$ cat src/rtl/lemming_pkg.sv
// lemming_pkg: shared types for the lemming level logic.
//   dig_arb_state_t : shovel arbiter states (IDLE, OFFER, DIGGING)
//   lemming_walk_t  : lemming walker FSM state encodings, used by benches
//   sat_inc16       : 16-bit saturating increment for event counters
package lemming_pkg;

  typedef enum logic [1:0] {
    IDLE    = 2'd0,
    OFFER   = 2'd1,
    DIGGING = 2'd2
  } dig_arb_state_t;

  typedef enum logic [2:0] {
    WL    = 3'd0,
    WR    = 3'd1,
    FALLL = 3'd2,
    FALLR = 3'd3,
    DIGL  = 3'd4,
    DIGR  = 3'd5
  } lemming_walk_t;

  localparam int STATS_W = 16;

  function automatic logic [STATS_W-1:0] sat_inc16(input logic [STATS_W-1:0] v);
    return (v == 16'hFFFF) ? v : (v + 16'd1);
  endfunction

endpackage

$ cat src/rtl/lemming_rr_pick.sv
// lemming_rr_pick: combinational round-robin picker.
// Ports:
//   req   [N]          request vector
//   ptr   [$clog2(N)]  index with highest priority this round
//   idx   [$clog2(N)]  first requesting index at or after ptr, wrapping
//   valid              any request present
module lemming_rr_pick #(
  parameter int N = 4
) (
  input  logic [N-1:0]         req,
  input  logic [$clog2(N)-1:0] ptr,
  output logic [$clog2(N)-1:0] idx,
  output logic                 valid
);

  localparam int OW = $clog2(N);

  // Scan offsets from farthest to nearest so the nearest requester wins.
  always_comb begin
    int               cand;
    logic [OW-1:0]    cand_idx;
    cand     = 0;
    cand_idx = {OW{1'b0}};
    valid    = 1'b0;
    idx      = {OW{1'b0}};
    for (int i = N - 1; i >= 0; i--) begin
      cand     = (int'(ptr) + i) % N;
      cand_idx = OW'(cand);
      valid    = valid | req[cand_idx];
      idx      = req[cand_idx] ? cand_idx : idx;
    end
  end

endmodule

$ cat src/rtl/lemming_dig_arbiter.sv
// lemming_dig_arbiter: shares one shovel among N lemming walker FSMs.
// A requester is picked round-robin, offered the shovel by a one-hot pulse on
// dig_gnt, and keeps it until its digging status drops. Each accepted offer
// consumes one unit of a refillable dig budget.
// Ports:
//   clk, areset (async, active-high)
//   dig_req [N]      per-lemming dig request (level)
//   digging [N]      per-lemming digging status
//   refill           reload budget to BUDGET (wins over a same-cycle decrement)
//   dig_gnt [N]      one-hot offer, drives each lemming FSM's dig input
//   busy             shovel offered or in use
//   owner            current or last shovel holder
//   budget_left      digs remaining
//   exhausted        budget_left == 0
// Optional (macro LEMMING_DIG_ARB_STATS_EN):
//   grant_count [16]   saturating count of accepted offers
//   timeout_count [16] saturating count of withdrawn offers
module lemming_dig_arbiter
  import lemming_pkg::*;
#(
  parameter int N           = 4,
  parameter int BUDGET      = 8,
  parameter int ACK_TIMEOUT = 3
) (
  input  logic                          clk,
  input  logic                          areset,
  input  logic [N-1:0]                  dig_req,
  input  logic [N-1:0]                  digging,
  input  logic                          refill,
  output logic [N-1:0]                  dig_gnt,
  output logic                          busy,
  output logic [$clog2(N)-1:0]          owner,
  output logic [$clog2(BUDGET+1)-1:0]   budget_left,
  output logic                          exhausted
`ifdef LEMMING_DIG_ARB_STATS_EN
  ,
  output logic [15:0]                   grant_count,
  output logic [15:0]                   timeout_count
`endif
);

  localparam int OW = $clog2(N);
  localparam int BW = $clog2(BUDGET + 1);
  localparam int TW = $clog2(ACK_TIMEOUT);

  localparam logic [BW-1:0] BUDGET_FULL = BW'(BUDGET);
  localparam logic [TW-1:0] TMR_LAST    = TW'(ACK_TIMEOUT - 1);
  localparam logic [TW-1:0] TMR_ONE     = TW'(1);
  localparam logic [OW-1:0] OWN_LAST    = OW'(N - 1);
  localparam logic [OW-1:0] OWN_ONE     = OW'(1);

  dig_arb_state_t state_r, state_nxt;
  logic [OW-1:0]  ptr_r, ptr_nxt;
  logic [OW-1:0]  owner_r, owner_nxt;
  logic [TW-1:0]  tmr_r, tmr_nxt;
  logic [BW-1:0]  budget_r, budget_nxt;
  logic [OW-1:0]  ptr_adv_s;
  logic [OW-1:0]  pick_idx_s;
  logic           pick_vld_s;
  logic           take_s;
  logic           withdraw_s;

  lemming_rr_pick #(.N(N)) u_pick (
    .req   (dig_req),
    .ptr   (ptr_r),
    .idx   (pick_idx_s),
    .valid (pick_vld_s)
  );

  // Priority moves just past the owner whether its offer was taken or withdrawn.
  assign ptr_adv_s = (owner_r == OWN_LAST) ? {OW{1'b0}} : (owner_r + OWN_ONE);

  // State register.
  always_ff @(posedge clk or posedge areset) begin
    if (areset) begin
      state_r <= IDLE;
    end else begin
      state_r <= state_nxt;
    end
  end

  // Next-state and datapath-update decode.
  always_comb begin
    state_nxt  = state_r;
    ptr_nxt    = ptr_r;
    owner_nxt  = owner_r;
    tmr_nxt    = tmr_r;
    take_s     = 1'b0;
    withdraw_s = 1'b0;
    case (state_r)
      IDLE: begin
        if ((budget_r != {BW{1'b0}}) && pick_vld_s) begin
          owner_nxt = pick_idx_s;
          tmr_nxt   = {TW{1'b0}};
          state_nxt = OFFER;
        end else begin
          state_nxt = IDLE;
        end
      end
      OFFER: begin
        if (digging[owner_r]) begin
          state_nxt = DIGGING;
          take_s    = 1'b1;
          ptr_nxt   = ptr_adv_s;
        end else if (tmr_r == TMR_LAST) begin
          // Lemming was falling or not walking: withdraw without charging.
          state_nxt  = IDLE;
          withdraw_s = 1'b1;
          ptr_nxt    = ptr_adv_s;
        end else begin
          tmr_nxt = tmr_r + TMR_ONE;
        end
      end
      DIGGING: begin
        if (!digging[owner_r]) begin
          state_nxt = IDLE;
        end else begin
          state_nxt = DIGGING;
        end
      end
      default: begin
        state_nxt = IDLE;
      end
    endcase
  end

  // Budget update: refill beats a same-cycle decrement; decrement saturates at 0.
  always_comb begin
    budget_nxt = budget_r;
    if (refill) begin
      budget_nxt = BUDGET_FULL;
    end else if (take_s && (budget_r != {BW{1'b0}})) begin
      budget_nxt = budget_r - {{(BW-1){1'b0}}, 1'b1};
    end else begin
      budget_nxt = budget_r;
    end
  end

  // Pointer, owner, timer and budget registers.
  always_ff @(posedge clk or posedge areset) begin
    if (areset) begin
      ptr_r    <= {OW{1'b0}};
      owner_r  <= {OW{1'b0}};
      tmr_r    <= {TW{1'b0}};
      budget_r <= BUDGET_FULL;
    end else begin
      ptr_r    <= ptr_nxt;
      owner_r  <= owner_nxt;
      tmr_r    <= tmr_nxt;
      budget_r <= budget_nxt;
    end
  end

  // Moore outputs decoded from registers only.
  always_comb begin
    dig_gnt = {N{1'b0}};
    if (state_r == OFFER) begin
      dig_gnt[owner_r] = 1'b1;
    end else begin
      dig_gnt = {N{1'b0}};
    end
    busy      = (state_r != IDLE);
    exhausted = (budget_r == {BW{1'b0}});
  end

  assign owner       = owner_r;
  assign budget_left = budget_r;

`ifdef LEMMING_DIG_ARB_STATS_EN
  logic [STATS_W-1:0] grant_cnt_r;
  logic [STATS_W-1:0] timeout_cnt_r;

  // Event counters; only areset clears them.
  always_ff @(posedge clk or posedge areset) begin
    if (areset) begin
      grant_cnt_r   <= 16'd0;
      timeout_cnt_r <= 16'd0;
    end else begin
      grant_cnt_r   <= take_s     ? sat_inc16(grant_cnt_r)   : grant_cnt_r;
      timeout_cnt_r <= withdraw_s ? sat_inc16(timeout_cnt_r) : timeout_cnt_r;
    end
  end

  assign grant_count   = grant_cnt_r;
  assign timeout_count = timeout_cnt_r;
`endif

endmodule

$ cat config.mk
export PLATFORM = sky130hd
export DESIGN_NAME = lemming_dig_arbiter
export DESIGN_NICKNAME = d
export VERILOG_FILES = /design/src/rtl/lemming_pkg.sv /design/src/rtl/lemming_rr_pick.sv /design/src/rtl/lemming_dig_arbiter.sv
export SDC_FILE = /design/constraint.sdc
export NUM_CORES = 1
export LEC_CHECK = 0
export ABC_AREA = 1
export CAP_MARGIN = 20
export CORE_AREA = 8 8 65 67
export CTS_CLUSTER_SIZE = 8
export DETAILED_ROUTE_END_ITERATION = 16
export DIE_AREA = 0 0 73 75
export PLACE_DENSITY = 0.54
export SETUP_SLACK_MARGIN = 0.15
export SLEW_MARGIN = 0
export SYNTH_ARGS = -nofsm -noshare
export SYNTH_HDL_FRONTEND = slang
export SYNTH_HIERARCHICAL = 1
export SYNTH_SLANG_ARGS = --single-unit
$ cat constraint.sdc
create_clock -name clk -period 1.75 [get_ports clk]
set_input_delay 0.35 -clock clk [delete_from_list [all_inputs] [get_ports clk]]
set_output_delay 0.35 -clock clk [all_outputs]
set_load 0.05 [all_outputs]
==> summary.md <==
- outcome: complete, no violations
- later-pin clock latency in the skew report: 280 ps
- Post-Place Setup Slack: -59.1 ps
- worst slew margin relative to its limit: 68.8%
- total inserted antenna cells: 0
- skew final: 0.957 ps
- leading cell types in the layout, fill and taps excluded: sky130_fd_sc_hd__nand2_1, sky130_fd_sc_hd__nand3_1, sky130_fd_sc_hd__buf_4
- remaining antenna violation count after routing: 0
- unrepaired setup endpoints after global routing: yes
- TritonCTS Sinks: 12
- Post-DP Area: 1430 sq um
- Tot GR Track Use: 10.5%
- reported leakage power: 0.000815 uW
- TritonCTS Buffers: 3
- final wirelength: 2.58 mm
- data arrival at the endpoint of the critical path: 1260 ps
- Warnings, synthesis: 6
- antenna violations before repair: 0
- cell type with the highest aggregate area in the netlist: sky130_fd_sc_hd__dfrtp_1
- maximum number of buffers from clock root to sink: 2
- max-capacitance violation count: 0
- area growth from synthesis to layout: 47.2%
- Port Buffer Count: 22
- post-synthesis sequential area ratio: 27.7%
- Netlist cell types: 22
- maximum vdd drop: 782 uV
- via density per instance: 4.55
- post-detailed-route DRC marker count: 0
- GRT Residual Overflow: 0
- worst setup path startpoint: state_r[0]
- shortest clock period the worst path allows after layout: 1610 ps
- synthesized area per cell: 7.26 sq um
- vias in the first global route: 1047
- worst-path maximum fanout: 5
- syn nets: 171
- number of synthesized register bits: 12
- Filler Cells Inserted: 325
- root buffer cell: sky130_fd_sc_hd__clkbuf_4
- routed len/inst: 11.1 microns
- CTS H-tree depth: 1
- smallest setup slack after layout: 145 ps
- capturing element of the worst setup path: dig_gnt[1]
- Worst R2R Path Depth: 8
- launching element type of the critical path: flip-flop
- final layout net count: 208
- ratio of total power to cell area: 2000 nW/um^2
- floorplan die height: 75 microns
- r2r startpoint: state_r[0]
- final total power: 3200 uW
- layout cells sized above 1: 44.1%
- most common library cell in the layout ignoring fill and taps: sky130_fd_sc_hd__nand2_1
- area of all placed cells without fillers: 1600 sq um
- non-filler cells, final: 232
- pin count of the biggest net entering global routing: 13
- Setup TNS Final: 0 ps
- x dimension of the die: 73 microns
- category of the critical setup timing path: reg -> out
- share of the synthesized area in the top cell type: 25.3%
- number of buffers inserted for hold repair after clock tree synthesis: 0
- cell area after synthesis: 1090 sq um
- instance count of the mapped netlist: 150
- number of violations reported at the end of detailed-routing iteration 0: 42
- biggest area contributors in the synthesized netlist: sky130_fd_sc_hd__dfrtp_1, sky130_fd_sc_hd__nand2_1, sky130_fd_sc_hd__ha_1
- reg-to-reg slack, setup: 310 ps
- Crit Reg-Reg Endpoint: state_r[0]
- detailed-placement wirelength estimate: 2.05 mm
- CP required: 1400 ps
- final weighted congestion in routability-driven placement: 0.865
- Max Clk Rate: 0.623 GHz
- number of detailed-route iterations in the first pass: 4
- cell count after placement: 218
- post-route clock period utilization: 91.7%
- number of pins with negative max-slew slack in the final report: 0
- TritonCTS clock tree: done
- Setup Viol. Count Final: 0
- Final Hold Fails: 0
- category of the worst setup path capture point: output port
- Die Footprint: 5480 sq um
- Hold Path Class: in -> async
- Vias: 1055
- worst slew pin tran: 467 ps
- Initial Util: 33.7%
- global-route wire length before repair: 4.66 mm
- num rows: 21
- core region area: 3230 sq um
- IO Count: 23
- clock-pin slew reported for the worst setup and hold paths after clock tree synthesis: 80 ps
state kept, by name, indices dropped and copies added, names as in the netlist:
register,count
budget_left,4
state_r,2
ptr_r,2
tmr_r,2
owner,2
per-layer routing:
layer  routed length [microns]  global-route usage [%]  vias to the layer above  part of all wire (%)
met5                         0                       0                        -                     0
met4                        31                    3.33                        0                   1.2
met3                        94                    2.00                        3                   3.6
met2                      1330                    19.0                       15                    51
met1                      1130                    12.1                      488                    44
li1                          -                       -                      549                     -
worst max-delay path, cell delays in order, from the launching register on:
cell,delay (ps)
sky130_fd_sc_hd__dfrtp_1,420
sky130_fd_sc_hd__buf_6,130
sky130_fd_sc_hd__ha_4,180
sky130_fd_sc_hd__nand2_2,60
sky130_fd_sc_hd__inv_2,40
sky130_fd_sc_hd__buf_12,140
cells in the mapped netlist:
| cell | number |
|---|---|
| sky130_fd_sc_hd__nand2_1 | 41 |
| sky130_fd_sc_hd__inv_1 | 22 |
| sky130_fd_sc_hd__nand3_1 | 16 |
| sky130_fd_sc_hd__dfrtp_1 | 11 |
| sky130_fd_sc_hd__ha_1 | 10 |
| sky130_fd_sc_hd__nand2_2 | 9 |
| sky130_fd_sc_hd__inv_2 | 7 |
| sky130_fd_sc_hd__nand4_1 | 6 |
| sky130_fd_sc_hd__nor2_1 | 6 |
| sky130_fd_sc_hd__nand3_2 | 3 |
| sky130_fd_sc_hd__nand3_4 | 3 |
| sky130_fd_sc_hd__o21ai_1 | 3 |
| sky130_fd_sc_hd__o21ai_2 | 3 |
| sky130_fd_sc_hd__xor2_1 | 2 |
| sky130_fd_sc_hd__a21oi_1 | 1 |
| sky130_fd_sc_hd__and2_4 | 1 |
| sky130_fd_sc_hd__buf_4 | 1 |
| sky130_fd_sc_hd__buf_6 | 1 |
| sky130_fd_sc_hd__dfstp_2 | 1 |
| sky130_fd_sc_hd__inv_4 | 1 |
| sky130_fd_sc_hd__nand2_4 | 1 |
| sky130_fd_sc_hd__nor2_4 | 1 |
worst min-delay path by stage:
stage | from | end | slack (ps) | cells past startpoint
2_1_floorplan | areset | budget_left[2] | 210 | 1
3_3_place_gp | tmr_r[0] | tmr_r[0] | 460 | 2
3_5_place_dp | tmr_r[1] | tmr_r[1] | 490 | 2
4_1_cts | areset | state_r[0] | 390 | 2
5_1_grt | areset | tmr_r[1] | 410 | 2
6_report | areset | state_r[0] | 370 | 2
cells by family after synthesis:
kind of cell	share of synthesized area (%)
fa+ha+maj	11.5
simple gates	42.6
compound gates	4.25
flops	27.7
buf+inv	12.3
xor+xnor	1.61
power by group:
part	internal [uW]	switching, uW	total [uW]
clock	127	108	235
sequential	415	156	571
combinational	982	1420	2400
total	1520	1680	3200
layout make-up:
cell class / count / area (sq um) / share of cell area (%)
multi-input combinational: 106 / 701 / 43.7
timing repair buffer: 34 / 372 / 23.2
sequential: 12 / 308 / 19.2
inverter: 30 / 129 / 8.04
tap: 46 / 57.6 / 3.59
clock buffer: 4 / 36.3 / 2.26
repair_timing:
action,4_1_cts,5_1_grt
setup buffers,7,3
endpoints found under the setup margin,10,8
pin swaps,1,4
resized for setup,20,7
hold endpoints to repair,0,0
stage by stage:
step / hold WS, ps / util (%)
2_1_floorplan: 214 / -
3_3_place_gp: 458 / 44.2
3_5_place_dp: 487 / 44.2
4_1_cts: 389 / 48.5
5_1_grt: 414 / 49.6
6_report: 366 / 49.6
Note: power is estimated with default switching activity, not from simulation.
